--- config.mk ---
export PLATFORM = sky130hd
export DESIGN_NAME = frame_top2_reporter
export DESIGN_NICKNAME = d
export VERILOG_FILES = /design/src/rtl/frame_top2_reporter.sv
export SDC_FILE = /design/constraint.sdc
export NUM_CORES = 1
export LEC_CHECK = 0
export ABC_AREA = 1
export CAP_MARGIN = 20
export CORE_AREA = 2 2 155 157
export DETAILED_ROUTE_END_ITERATION = 7
export DIE_AREA = 0 0 157 159
export HOLD_SLACK_MARGIN = 0.03
export PLACE_DENSITY = 0.68
export SLEW_MARGIN = 20
export SYNTH_ARGS = -nofsm -noshare
export SYNTH_HDL_FRONTEND = slang
export SYNTH_SLANG_ARGS = --single-unit
export TNS_END_PERCENT = 10
--- constraint.sdc ---
create_clock -name clk -period 2.43 [get_ports clk]
set_input_delay 0.729 -clock clk [delete_from_list [all_inputs] [get_ports clk]]
set_output_delay 0.729 -clock clk [all_outputs]
set_load 0.02 [all_outputs]
--- src/rtl/frame_top2_reporter.sv ---
// Per-frame top-two reporter: tracks the largest and second-largest unsigned
// sample plus a saturating beat count, and publishes one summary per frame.
module frame_top2_reporter #(
  parameter int unsigned DATA_WIDTH = 32,
  parameter int unsigned CNT_WIDTH  = 16
) (
  input  logic                  clk,
  input  logic                  reset,
  input  logic                  s_valid,
  output logic                  s_ready,
  input  logic [DATA_WIDTH-1:0] s_data,
  input  logic                  s_last,
  output logic                  m_valid,
  input  logic                  m_ready,
  output logic [DATA_WIDTH-1:0] m_largest,
  output logic [DATA_WIDTH-1:0] m_second,
  output logic [CNT_WIDTH-1:0]  m_count
);

  localparam logic [CNT_WIDTH-1:0] CNT_MAX = '1;

  typedef enum logic {
    ST_EMPTY = 1'b0,
    ST_FULL  = 1'b1
  } state_t;

  state_t                r_state;
  state_t                w_state_nxt;
  logic                  w_load;
  logic                  w_accept;

  logic [DATA_WIDTH-1:0] r_acc_largest;
  logic [DATA_WIDTH-1:0] r_acc_second;
  logic [CNT_WIDTH-1:0]  r_acc_count;
  logic [DATA_WIDTH-1:0] w_acc_largest_nxt;
  logic [DATA_WIDTH-1:0] w_acc_second_nxt;
  logic [CNT_WIDTH-1:0]  w_acc_count_nxt;

  logic [DATA_WIDTH-1:0] r_largest;
  logic [DATA_WIDTH-1:0] r_second;
  logic [CNT_WIDTH-1:0]  r_count;

  // Ready depends only on the registered summary slot, never on s_valid.
  assign s_ready   = (r_state == ST_EMPTY) || m_ready;
  assign w_accept  = s_valid && s_ready;
  assign m_valid   = (r_state == ST_FULL);
  assign m_largest = r_largest;
  assign m_second  = r_second;
  assign m_count   = r_count;

  // Accumulator values after applying the current beat.
  always_comb begin
    w_acc_largest_nxt = r_acc_largest;
    w_acc_second_nxt  = r_acc_second;
    w_acc_count_nxt   = r_acc_count;
    if (s_data > r_acc_largest) begin
      w_acc_second_nxt  = r_acc_largest;
      w_acc_largest_nxt = s_data;
    end else if (s_data > r_acc_second) begin
      w_acc_second_nxt = s_data;
    end
    if (r_acc_count != CNT_MAX) begin
      w_acc_count_nxt = r_acc_count + CNT_WIDTH'(1);
    end
  end

  // Output slot FSM: a last beat may refill the slot in the cycle it drains.
  always_comb begin
    w_state_nxt = r_state;
    w_load      = 1'b0;
    case (r_state)
      ST_EMPTY: begin
        if (w_accept && s_last) begin
          w_state_nxt = ST_FULL;
          w_load      = 1'b1;
        end
      end
      ST_FULL: begin
        if (w_accept && s_last) begin
          w_load = 1'b1;
        end else if (m_ready) begin
          w_state_nxt = ST_EMPTY;
        end
      end
      default: w_state_nxt = ST_EMPTY;
    endcase
  end

  always_ff @(posedge clk) begin
    if (reset) begin
      r_state       <= ST_EMPTY;
      r_acc_largest <= '0;
      r_acc_second  <= '0;
      r_acc_count   <= '0;
      r_largest     <= '0;
      r_second      <= '0;
      r_count       <= '0;
    end else begin
      r_state <= w_state_nxt;
      if (w_load) begin
        r_largest <= w_acc_largest_nxt;
        r_second  <= w_acc_second_nxt;
        r_count   <= w_acc_count_nxt;
      end
      if (w_accept) begin
        if (s_last) begin
          r_acc_largest <= '0;
          r_acc_second  <= '0;
          r_acc_count   <= '0;
        end else begin
          r_acc_largest <= w_acc_largest_nxt;
          r_acc_second  <= w_acc_second_nxt;
          r_acc_count   <= w_acc_count_nxt;
        end
      end
    end
  end

endmodule

Word-level counts from Yosys, hierarchy flattened --
Index checks and enable logic that the tools add are counted.
Storage, ports and cells: flip-flop bits (word level) 161, bits of input ports 37, word-level logic and storage cells 26
Cells by class: add/sub/neg operators 1, order comparisons 2, eq/ne operators 1, muxes and demuxes 11, bitwise logic cells 1, reduce and logical (&&, ||, !) cells 3
Operators by type and width (count):
- 32-bit two-way mux | 5
- 32-bit > comparator | 2
- 16-bit two-way mux | 2
- 16-bit by 1-bit adder with 16-bit output (second input constant) | 1
- 16-bit inequality test (second input constant) | 1
- 1-bit two-way mux | 3
- 1-bit logical AND | 2
- 1-bit case mux with 2 select lines | 1
- 1-bit logical OR | 1
- 1-bit inverter | 1

Logic depth before layout (Yosys ltp) --
depth after elaboration 6, depth in mapped cells 21, mapped depth without buffers 20

Worst setup path before layout --
Ideal clock, no wire load.
path type input to register, from input port s_data[31], to register r_second[12] (netlist: m_second[12]), data arrival time 2210 ps, setup slack 111 ps, stages 14, path buffers 2, path through ha_1 -> nand2_1 -> nor2_2 -> nand3_2 -> nor4_2 -> nand4_1 -> nand2_1 -> buf_6 -> buf_6 -> nand3_1 -> nand2_1 -> nand2_1 -> nand2_1 -> inv_1
Between the ends: word-level cells in the longest chain between the ends 3, elaborated cells on any way between the ends 4, those cells by class order compare (2); mux (2)
Ends and longest elaborated chain:
- start, declared | RTL line 11 | input logic [DATA_WIDTH-1:0] s_data,
- 32-bit > comparator | RTL line 59 | end else if (s_data > r_acc_second) begin
- 32-bit two-way mux | RTL line 59
- 32-bit two-way mux * | RTL line 56 | if (s_data > r_acc_largest) begin
- end signal, assigned | RTL line 102 | r_second <= w_acc_second_nxt;
- end, declared | RTL line 40 | logic [DATA_WIDTH-1:0] r_second;
Mark *: on every way between the ends. The rest lies on a longest branch, timed or not. A chain may end at the register's enable or synchronous reset.

Final worst setup path --
from input port m_ready, to output port s_ready
Between the ends: word-level cells in the longest chain between the ends 1
Ends and longest elaborated chain:
- start, declared | RTL line 14 | input logic m_ready,
- 1-bit logical OR | RTL line 44 | assign s_ready = (r_state == ST_EMPTY) || m_ready;
- end, declared | RTL line 10 | output logic s_ready,
No other way between the ends.

==> impl_metrics.toml <==
[run_status]
status = "finished, final reports clean"

[yosys]
synth_top_area_cell = "dfxtp_1"
ys_ff_latch = 161
yosysMostFrequentCell = "nand2_1"
ys_warn_count = 0
syn_nets = 1461
syn_area_mm2 = 0.00914
synth.distinct_cells = 26
yosys.area.top_type_share_pct = 35.3
synth.area.top_cells = "dfxtp_1, nand2_1, ha_1, inv_1, a21oi_1"
async_reset_ff_share_pct = 0
synth_edf_count = 0
ys_seq_area_share_pct = 35.3
synth_commonest_cells = "nand2_1, inv_1, dfxtp_1"
ys.flop_type = "dfxtp_1"
syn_inst = 1359
postSynthAreaPerCell_um2 = 6.73

[global_routing]
grt_max_degree = 81
grt_pass1_wl_um = 43900
grt_usage_pct = 21.8
antenna_found_initial = 0
grt_pass1_vias = 8889
overflow = 0

[power]
total_power_w = 0.00741
p_leak_nw = 5.55
peakVddDrop_uv = 424
power.density_mw_per_mm2 = 601

[worst_setup_path]
slowest_stage = "clkdlybuf4s50_1"
cp-start-kind = "input pin"
end_kind = "output pin"
slowest_delay_ps = 400
cp_max_fo = 2
required_ps = 1700
arrival_ps = 1660
path_cells = "clkdlybuf4s50_1 > nor2_1 > inv_1 > dlygate4sd2_1"
critical_path_class = "input pin to output pin"

[clock_network]
cts_num_sinks = 161
htreeDepth = 4
path_clk_slew_ps = 70
clockBufferDepth = 2
cts_buffers = 17
root_buffer = "clkbuf_16"
cts_tree = "built"
clkLatencyLatePin_ps = 430
cts_hold_buffers = 0

[detailed_routing]
vias_per_cell = 4.98
firstDrtPassIters = 8
wirelength_um = 27100
drt_iter0_drc = 571
drcViolationCount = 0
drtAntennaViolNets = 0
vias = 9171
wl_per_cell_um = 14.7

[sta]
fin_worst_skew_ps = 8.43
whs_ps = 472
layout_worst_path_cycle_share_pct = 98.2
rsz0062_at_grt = "true"
worstMarginPinSlew_ps = 1020
finalHoldViolCount = 0
fin_tns_setup_ps = 0
finalSetupViolCount = 0
fin_crit_ps = 2390
fmaxAchievable_mhz = 419
slew_headroom_pct = 31.9
maxSlewViolCount = 0
setup_ws_ps = 44.7

[final_layout]
design_area_mm2 = 0.0123
fin_nets = 1611
fill_cells = 2190
drive_gt1_share_pct = 17.3
syn_to_final_growth_pct = 34.8

[worst_hold_path]
hold_class = "flip-flop to flip-flop"

[die]
ioPinCount = 119
fp-row-count = 56
die_w_um = 157
die-area_mm2 = 0.0250
die_y_um = 159
start_util_pct = 39.4
coreArea_mm2 = 0.0232

[placement]
place_area_mm2 = 0.0110
dpl_worst_slack_ps = -825
place.gp.congestion = 0.819
dp_hpwl_um = 17100
port_buffers = 118

[job]
maxCapViolCount = 0
## per-layer routing
layer / part of all wire [%] / wire length (um) / GRT usage, % / vias to the layer above
li1: - / - / - / 4639
met1: 45 / 12100 / 27.2 / 4235
met2: 48 / 12900 / 36.7 / 236
met3: 5.0 / 1350 / 4.71 / 61
met4: 2.7 / 734 / 8.13 / 0
met5: 0 / 0 / 0 / -
## final timing paths
check / from / endpoint / slack, ps / depth (start not counted)
min: r_acc_largest[3] / r_acc_largest[3] / 470 / 2
max: m_ready / s_ready / 40 / 4
min reg2reg: r_acc_largest[3] / r_acc_largest[3] / 470 / 2
max reg2reg: r_acc_largest[29] / r_acc_second[13] / 50 / 16
## what timing repair did
action / CTS / global route
gates resized for setup: 121 / 117
pin swaps: 29 / 37
gates cloned: 5 / 0
buffers inserted: 7 / 6
setup endpoints to repair: 129 / 126
hold endpoints to repair: 0 / 0
## logic make-up (layout without fill, tap and decap cells)
family	count (synthesis)	in the layout	synth area share, %
and+or+nand+nor	624	624	28.0
AOI/OAI and AO/OA	256	256	16.4
buffers and inverters	245	408	10.7
DFF	161	161	35.3
adders and majority gates	65	65	8.90
xor gates and xnor gates	8	8	0.767
other	0	1	0
## sequential cells by signal, summed over array words and instances, names as in the netlist
register and flops:
m_largest 32, m_second 32, r_acc_largest 32, r_acc_second 32
m_count 16, r_acc_count 16, m_valid 1
## report_power, final
part / internal (W) / switching, W / total (W) / leakage [nW]
clock network: 0.00161 / 0.00117 / 0.00278 / 0.284
logic: 0.000773 / 0.000990 / 0.00176 / 3.95
registers: 0.00278 / 0.0000854 / 0.00287 / 1.32
total: 0.00516 / 0.00225 / 0.00741 / 5.55
## critical path, delay by kind of cell
family	cells	cell delay (ps)
buf+inv	3	800
simple gates	1	130
## area by class of cell
type                       instances  area (um2)  area share [%]
multi-input combinational        953        5440            44.2
sequential                       161        3240            26.3
antenna                            1        2.50          0.0203
clock buffer                      22         474            3.85
clock inverter                    10         126            1.03
tap                              319         399            3.24
inverter                         173         658            5.34
timing repair buffer             203        1980            16.1
## placed cells by master, fill, tap and decap left out, drive strengths merged, types with 8 or more instances in the layout
| cell | count |
|---|---|
| nor2 | 33 |
| nand2 | 465 |
| o21bai | 49 |
| clkbuf | 42 |
| dfxtp | 161 |
| clkdlybuf4s50 | 84 |
| a21oi | 111 |
| o21a | 34 |
| buf | 93 |
| o21ai | 59 |
| inv | 174 |
| ha | 65 |
| nor3 | 8 |
| nand3 | 110 |
## through the flow
step,cells,util [%]
floorplan,1359,-
global placement,1791,47.6
detailed placement,1791,47.6
CTS,1835,52.1
global route,1841,53.1
finish,1842,53.1
Note: power is estimated with default switching activity, not from simulation.
